<file path="src/rtl/alu_cmd_issue.sv">
// Issue/writeback stage around the external 4-bit signed ALU.
// Commands queue in a FIFO; the head feeds the ALU and the result is registered.
module alu_cmd_issue #(
    parameter int FIFO_DEPTH = 4,
    localparam int PTR_W = $clog2(FIFO_DEPTH)
) (
    input  logic             clk,
    input  logic             rst_n,
    input  logic             in_valid,
    output logic             in_ready,
    input  logic [2:0]       in_opt,
    input  logic [3:0]       in_a,
    input  logic [3:0]       in_b,
    output logic [2:0]       alu_opt,
    output logic [3:0]       alu_a,
    output logic [3:0]       alu_b,
    input  logic [3:0]       alu_result,
    input  logic             alu_less,
    input  logic             alu_equal,
    input  logic             alu_carry,
    input  logic             alu_overflow,
    input  logic             alu_zero,
    output logic             out_valid,
    input  logic             out_ready,
    output logic [2:0]       out_opt,
    output logic [3:0]       out_result,
    output logic [4:0]       out_flags,
    output logic [PTR_W:0]   fifo_count,
    output logic [7:0]       op_count
);

    typedef struct packed {
        logic [2:0] opt;
        logic [3:0] a;
        logic [3:0] b;
    } cmd_t;

    localparam logic [PTR_W:0] FULL_CNT = (PTR_W + 1)'(FIFO_DEPTH);

    cmd_t             mem [FIFO_DEPTH];
    cmd_t             head;
    logic [PTR_W-1:0] wr_ptr;
    logic [PTR_W-1:0] rd_ptr;
    logic             not_empty;
    logic             out_free;
    logic             push;
    logic             pop;
    logic             deliver;

    assign not_empty = (fifo_count != '0);
    assign in_ready  = (fifo_count != FULL_CNT);
    assign out_free  = ~out_valid | out_ready;
    assign push      = in_valid & in_ready;
    assign pop       = not_empty & out_free;
    assign deliver   = out_valid & out_ready;

    // An empty FIFO presents zeros so the ALU sees a quiet input.
    always_comb begin
        head = '0;
        if (not_empty) begin
            head = mem[rd_ptr];
        end
    end

    assign alu_opt = head.opt;
    assign alu_a   = head.a;
    assign alu_b   = head.b;

    always_ff @(posedge clk) begin
        if (push) begin
            mem[wr_ptr] <= '{opt: in_opt, a: in_a, b: in_b};
        end
    end

    always_ff @(posedge clk) begin
        if (!rst_n) begin
            wr_ptr     <= '0;
            rd_ptr     <= '0;
            fifo_count <= '0;
            out_valid  <= 1'b0;
            out_opt    <= '0;
            out_result <= '0;
            out_flags  <= '0;
            op_count   <= '0;
        end else begin
            if (push) begin
                wr_ptr <= wr_ptr + 1'b1;
            end
            if (pop) begin
                rd_ptr <= rd_ptr + 1'b1;
            end
            case ({push, pop})
                2'b10:   fifo_count <= fifo_count + 1'b1;
                2'b01:   fifo_count <= fifo_count - 1'b1;
                default: fifo_count <= fifo_count;
            endcase
            // Result register holds while the consumer stalls.
            if (pop) begin
                out_valid  <= 1'b1;
                out_opt    <= alu_opt;
                out_result <= alu_result;
                out_flags  <= {alu_less, alu_equal, alu_carry,
                               alu_overflow, alu_zero};
            end else if (deliver) begin
                out_valid <= 1'b0;
            end
            if (deliver) begin
                op_count <= op_count + 1'b1;
            end
        end
    end

endmodule
</file>
<file path="config.mk">
export PLATFORM = sky130hd
export DESIGN_NAME = alu_cmd_issue
export DESIGN_NICKNAME = d
export VERILOG_FILES = /design/src/rtl/alu_cmd_issue.sv
export SDC_FILE = /design/constraint.sdc
export NUM_CORES = 1
export LEC_CHECK = 0
export ABC_AREA = 1
export CAP_MARGIN = 25
export CORE_MARGIN = 2
export CORE_UTILIZATION = 25
export CTS_CLUSTER_SIZE = 40
export DETAILED_ROUTE_END_ITERATION = 8
export DONT_BUFFER_PORTS = 1
export GPL_ROUTABILITY_DRIVEN = 1
export HOLD_SLACK_MARGIN = 0.06
export SETUP_SLACK_MARGIN = 0.05
export SYNTH_ARGS = -nofsm -noshare
export SYNTH_HDL_FRONTEND = slang
export SYNTH_SLANG_ARGS = --single-unit
</file>
<file path="constraint.sdc">
create_clock -name clk -period 3.76 [get_ports clk]
set_input_delay 1.128 -clock clk [delete_from_list [all_inputs] [get_ports clk]]
set_output_delay 1.128 -clock clk [all_outputs]
set_load 0.01 [all_outputs]
</file>
==> reports/metrics.yaml, run 1 <==
worst_setup_path:
  cp-start-kind: "flip-flop"
  cp.depth: 4
  crit_fanout: 12
  worst-r2r-cell-count: 11
  slowest_stage: "dfxtp_1"
  rrSetupSlack_ns: 1.70
  critPathRequiredTime_ns: 2.63
  r2r_end: "fifo_count[2]"
  path_delay_family: "flip-flops"
  cp.arrival_ns: 1.86
  crit_type: "reg2out"
  slowest_delay_ns: 0.60
  rr_startpoint: "fifo_count[1]"
  critPathBufInv: 1
  crit_chain: "inv_1 > nor2_1 > o21ai_0 > a21oi_1"
  cp-end-kind: "output port"
floorplan:
  io_pins: 60
  initial_core_util_pct: 25.47
  core_sq_mm: 0.01196
  die_area_sq_mm: 0.01309
  die-height_um: 114.4
  num_rows: 40
  dieWidth_um: 114.4
synthesis:
  synth_edf_count: 44
  ys_ff_latch: 74
  yosys-top-cells-area: "edfxtp_1 (43%), dfxtp_1 (20%), nor2_1 (9.1%), nand2_1 (5.4%), o21ai_0 (5.3%)"
  netlist_area_sq_mm: 0.003047
  synth_cell_types: 26
  syn_nets: 347
  yosys_most_used_dff: "edfxtp_1"
  yosys_warnings: 0
  synth_top_area_cell: "edfxtp_1"
  synthArstFlopShare_pct: 0
  ys_seq_area_share_pct: 63.08
  synth_area_per_cell_sq_um: 9.641
  synth_top_area_share_pct: 43.37
  syn_inst: 316
placement:
  portBuffers: 0
  dpl.hpwl_um: 4241
  gp_congestion: 0.7170
  placed_area_sq_mm: 0.003181
power_and_ir_drop:
  power_density_mw_per_mm2: 803.4
  peakVddDrop_uv: 413.2
  leakage_nw: 1.362
timing:
  fin_skew_ns: 0.004863
  fin_crit_ns: 2.992
  period_share_pct: 79.56
  worst_hold_slack_ns: 0.5167
  rsz0062_at_grt: "no"
  max_freq_mhz: 334.3
  tightest_slew_ns: 0.5752
  report.final.hold_viol_count: 0
  tns_ns: 0
  maxSlewViolCount: 0
  max_slew_margin_pct: 61.61
  setup_viol: 0
hold_path:
  worstHoldPathType: "reg2reg"
  hold_start: "rd_ptr[1]"
  holdPathStages: 2
global_route:
  first_global_vias: 1968
  antenna_found_initial: 0
  grt_overflow_total: 0
  grt_pass1_wl_um: 10110
  grt_max_degree: 28
  track_usage_pct: 10.24
cts:
  cts_tree: "done"
  ctsHoldBuffers: 0
  clkSinkCount: 74
  cts-root-buf: "clkbuf_16"
  h-tree-depth: 3
  cts_resized: 0
  numCtsBuffers: 9
  cts_buffer_depth: 2
  cts_setup_buffers: 0
  cts.clk_slew.worst_paths_ns: 0.06
  clock_latency_ns: 0.33
route:
  drc: 0
  vias: 2052
  avgRoutedWirePerCell_um: 13.49
  drt-pass1-iter-count: 4
  drt_iter0_markers: 98
  wl_um: 6365
  avgViaCountPerCell: 4.347
  antenna_left: 0
final_layout:
  syn2layout_area_growth_pct: 14.99
  register_area_sq_mm: 0.001922
  layout_common_cells: "nor2_1 (74), nand2_1 (44), edfxtp_1 (44)"
  finalNetCount: 351
  nFillCells: 1227
  multi_input_area_sq_um: 922.1
  num_antenna_cells: 0
  final_common_cell: "nor2_1"
  final_area_sq_mm: 0.003503
  drive_gt1_share_pct: 8.615
job:
  cap_violations: 0
run_status:
  status: "finished, final reports clean"
per-stage QoR:
stage | setup WS (ns) | utilization (%) | cells | power (mW)
3_5_place_dp | 1.089 | 26.59 | 454 | 1.972
3_3_place_gp | 1.129 | 26.59 | 454 | 1.942
5_1_grt | 0.5711 | 29.29 | 472 | 3.012
2_1_floorplan | 1.242 | - | 316 | 1.801
6_report | 0.7685 | 29.29 | 472 | 2.815
4_1_cts | 0.7188 | 29.16 | 470 | 2.848
how the worst max path moves through the flow:
stage | from | endpoint | slack [ns]
after floorplan | out_ready | fifo_count[2] | 1.24
after CTS | flip-flop | alu_a[0] | 0.72
after global placement | flip-flop | alu_opt[1] | 1.13
after detailed placement | flip-flop | alu_b[0] | 1.09
final | flip-flop | alu_a[0] | 0.77
after global routing | flip-flop | alu_opt[2] | 0.57
synthesized netlist by cell type, types with 2 or more instances:
master and instances:
nor2_1 74, inv_2 2, nand2_1 44, nand3_1 10
buf_1 2, o21ai_0 32, edfxtp_1 44, buf_2 3
buf_4 4, a21oi_1 19, inv_1 31, nand4_1 3
dfxtp_1 30, ha_1 6
state kept, by name, indices dropped and copies added, names as in the netlist, named ones only:
name        flops
fifo_count      3
mem            44
op_count        8
out_flags       5
out_opt         3
out_result      4
out_valid       1
rd_ptr          2
wr_ptr          2
tightest hold or removal path, cell delays in order, from the launching register on:
cell and delay [ns]:
dfxtp_1 0.32, nand2_1 0.06, a21oi_1 0.08
power by group:
part           internal [mW]  leakage [nW]  switching (mW)  total, mW
registers               1.01         0.651           0.143       1.16
clock network          0.550         0.149           0.318      0.868
logic                  0.224         0.562           0.567      0.790
total                   1.79          1.36            1.03       2.81
cell families after synthesis:
family          Yosys count  synth area share, %
xor+xnor                  1               0.2875
flops                    74                63.08
compound gates           52                8.624
buf+inv                  46                6.653
simple gates            136                18.23
fa+ha+maj                 7                3.121
routing by layer:
metal	global-route usage (%)	up-vias	share of wire, %
li1	-	1038	-
met1	12.13	931	44
met2	15.78	75	45
met3	5.823	8	10
met4	3.171	0	1.2
met5	0	-	0
final cells by class:
| type | instances | share of cell area (%) |
|---|---|---|
| repair buffers | 5 | 1.071 |
| well taps | 147 | 5.250 |
| clock buffers | 12 | 7.321 |
| clock inverters | 4 | 1.464 |
| multi-input cells | 196 | 26.32 |
| inverters | 34 | 3.714 |
| flip-flops and latches | 74 | 54.86 |
No activity file was read; power rests on OpenSTA's default activity.
==> run 2, diff against run 1 <==
==> constraint.sdc (replaced) <==
create_clock -name clk -period 2.8 [get_ports clk]
set_input_delay 0.84 -clock clk [delete_from_list [all_inputs] [get_ports clk]]
set_output_delay 0.84 -clock clk [all_outputs]
set_load 0.01 [all_outputs]
==> run 2 against run 1 <==
Cell count did not move. Die area unchanged. Core utilization decreased by 0.41 points. Total power increased by 28%. Worst setup slack got worse by 0.49 ns. Non-clock buffer count grew 1. Count of clock-buffer cells in the layout fell by 2. Register-to-register slack worse by 0.98 ns. Clock skew hardly changed. Largest cell class unchanged. Highest routed layer unchanged.
==> reports/metrics.yaml, run 2 (synthesis gave the netlist of run 1 again) <==
timing:
  period_share_pct: 90.10
  max_slew_margin_pct: 57.88  # -3.7 points
  setup_viol: 0  # unchanged
  report.final.hold_viol_count: 0  # unchanged
  tightest_slew_ns: 0.6312  # +0.05600 ns
  maxSlewViolCount: 0  # unchanged
  max_freq_mhz: 396.4
  fin_crit_ns: 2.523
  tns_ns: 0  # unchanged
  rsz0062_at_grt: "no"
  fin_skew_ns: 0.004628  # -0.0002358 ns
final_layout:
  multi_input_area_sq_um: 922.1  # unchanged
  reg_top3: "mem (44), op_count (8), out_flags (5)"
  top_register: "mem"
  num_antenna_cells: 0  # unchanged
  layout_common_cells: "nor2_1 (74), nand2_1 (44), edfxtp_1 (44)"
  nFillCells: 1242  # +1.2%
  syn2layout_area_growth_pct: 13.39
  finalNetCount: 352  # +0.28%
  drive_gt1_share_pct: 8.000  # -0.62 points
  register_area_sq_mm: 0.001922  # unchanged
  largest_reg_flops: 44  # unchanged
  final_common_cell: "nor2_1"
cts:
  cts_tree: "done"
  clkSinkCount: 74  # unchanged
  cts.clk_slew.worst_paths_ns: 0.05  # about the same
  cts_setup_buffers: 0  # unchanged
  ctsHoldBuffers: 0  # unchanged
  cts_buffer_depth: 2  # unchanged
  numCtsBuffers: 9  # unchanged
  cts-root-buf: "clkbuf_16"
  cts_resized: 0  # unchanged
  clock_latency_ns: 0.33  # about the same
  h-tree-depth: 3  # unchanged
placement:
  portBuffers: 0  # unchanged
  dpl.hpwl_um: 4232  # -0.22%
  gp_congestion: 0.7335  # +2.3%
worst_setup_path:
  crit_fanout: 22  # +10
  crit_type: "reg2out"
  cp-start-kind: "flip-flop"
  critPathRequiredTime_ns: 1.96  # -0.67 ns
  cp.arrival_ns: 1.68  # -0.18 ns
  rrSetupSlack_ns: 0.72  # -0.98 ns
  cp-end-kind: "output port"
route:
  drt-pass1-iter-count: 7  # +3
  wl_um: 6367  # about the same
  avgViaCountPerCell: 4.341  # -0.15%
  drc: 0  # unchanged
  avgRoutedWirePerCell_um: 13.49  # about the same
  antenna_left: 0  # unchanged
  drt_iter0_markers: 132  # +35%
  vias: 2049  # -0.15%
floorplan:
  initial_core_util_pct: 25.47  # unchanged
  core_sq_mm: 0.01196  # unchanged
  die_area_sq_mm: 0.01309  # unchanged
  die-height_um: 114.4  # unchanged
  io_pins: 60  # unchanged
  dieWidth_um: 114.4  # unchanged
  num_rows: 40  # unchanged
power_and_ir_drop:
  p_int_mw: 2.252  # +26%
  swShare_pct: 37.43  # +0.90 points
  switchingPower_mw: 1.347  # +31%
  comb_power_share_pct: 30.2  # +2.1 points
  peakVddDrop_uv: 647.6  # +57%
  power_mw: 3.599  # +28%
  pwr-share-seq_pct: 42.7  # +1.6 points
  p_clk_share_pct: 27.1  # -3.7 points
  leakage_nw: 1.345  # -1.2%
  power_density_mw_per_mm2: 1042  # +30%
run_status:
  status: "finished, final reports clean"
hold_path:
  worstHoldPathType: "reg2reg"
global_route:
  grt_max_degree: 28  # unchanged
  grt_overflow_total: 0  # unchanged
  track_usage_pct: 10.15  # -0.091 points
  antenna_found_initial: 0  # unchanged
  grt_pass1_wl_um: 9756  # -3.5%
  first_global_vias: 1958  # -0.51%
job:
  cap_violations: 0  # unchanged
[run 2: cell count changes in the layout (fill, tap and decap cells not counted), sizes merged]
cell	previous run	this run
clkbuf	12	10
clkinvlp	1	0
clkinv	2	5
buf	5	6
bufinv	1	0
[run 2: through the flow]
stage / util, % / setup slack (ns) / hold WS, ns / instance area, sq um / instances
final: 28.88 / 0.2771 / 0.5015 / 3455 / 472
after global routing: 28.88 / 0.1112 / 0.5186 / 3455 / 472
after CTS: 28.88 / 0.2518 / 0.5097 / 3455 / 472
after detailed placement: 26.78 / 0.3990 / 0.5031 / 3203 / 457
after global placement: 26.78 / 0.4768 / 0.4962 / 3203 / 457
after floorplan: - / 0.5701 / 0.4635 / 3047 / 316
[run 2: layout make-up]
cell class | instances | area share, %
tap | 147 | 5.324
multi-input combinational | 196 | 26.69
clock inverter | 5 | 0.6519
sequential | 74 | 55.63
timing repair buffer | 6 | 1.304
inverter | 34 | 3.767
clock buffer | 10 | 6.628
[run 2: layer usage]
layer  up-vias  global-route usage (%)  part of all wire [%]
met2        77                   16.17                    45
met1       921                   11.19                    43
met4         0                   3.659                   1.6
met3        14                   6.035                    10
met5         -                       0                     0
li1       1037                       -                     -
[run 2: final timing paths]
kind	endpoint	start	depth (start not counted)
min	flip-flop	rd_ptr[1]	2
max reg2reg	fifo_count[2]	fifo_count[0]	11
max	alu_opt[0]	flip-flop	5
min reg2reg	flip-flop	rd_ptr[1]	2
[run 2: critical path: stages, from the launching register on]
cell     delay [ns]
dfxtp_1        0.31
inv_1          0.47
nand2_1        0.12
nand3_1        0.11
nand2_1        0.13
nor2_1         0.21
[run 2: power groups by stage]
stage / clock, mW / sequential, mW / combinational, mW
after floorplan: 0 / 1.52 / 0.893
after global placement: 0 / 1.56 / 1.06
after detailed placement: 0 / 1.56 / 1.11
after CTS: 1.01 / 1.54 / 1.11
after global routing: 1.05 / 1.56 / 1.24
final: 0.975 / 1.53 / 1.09
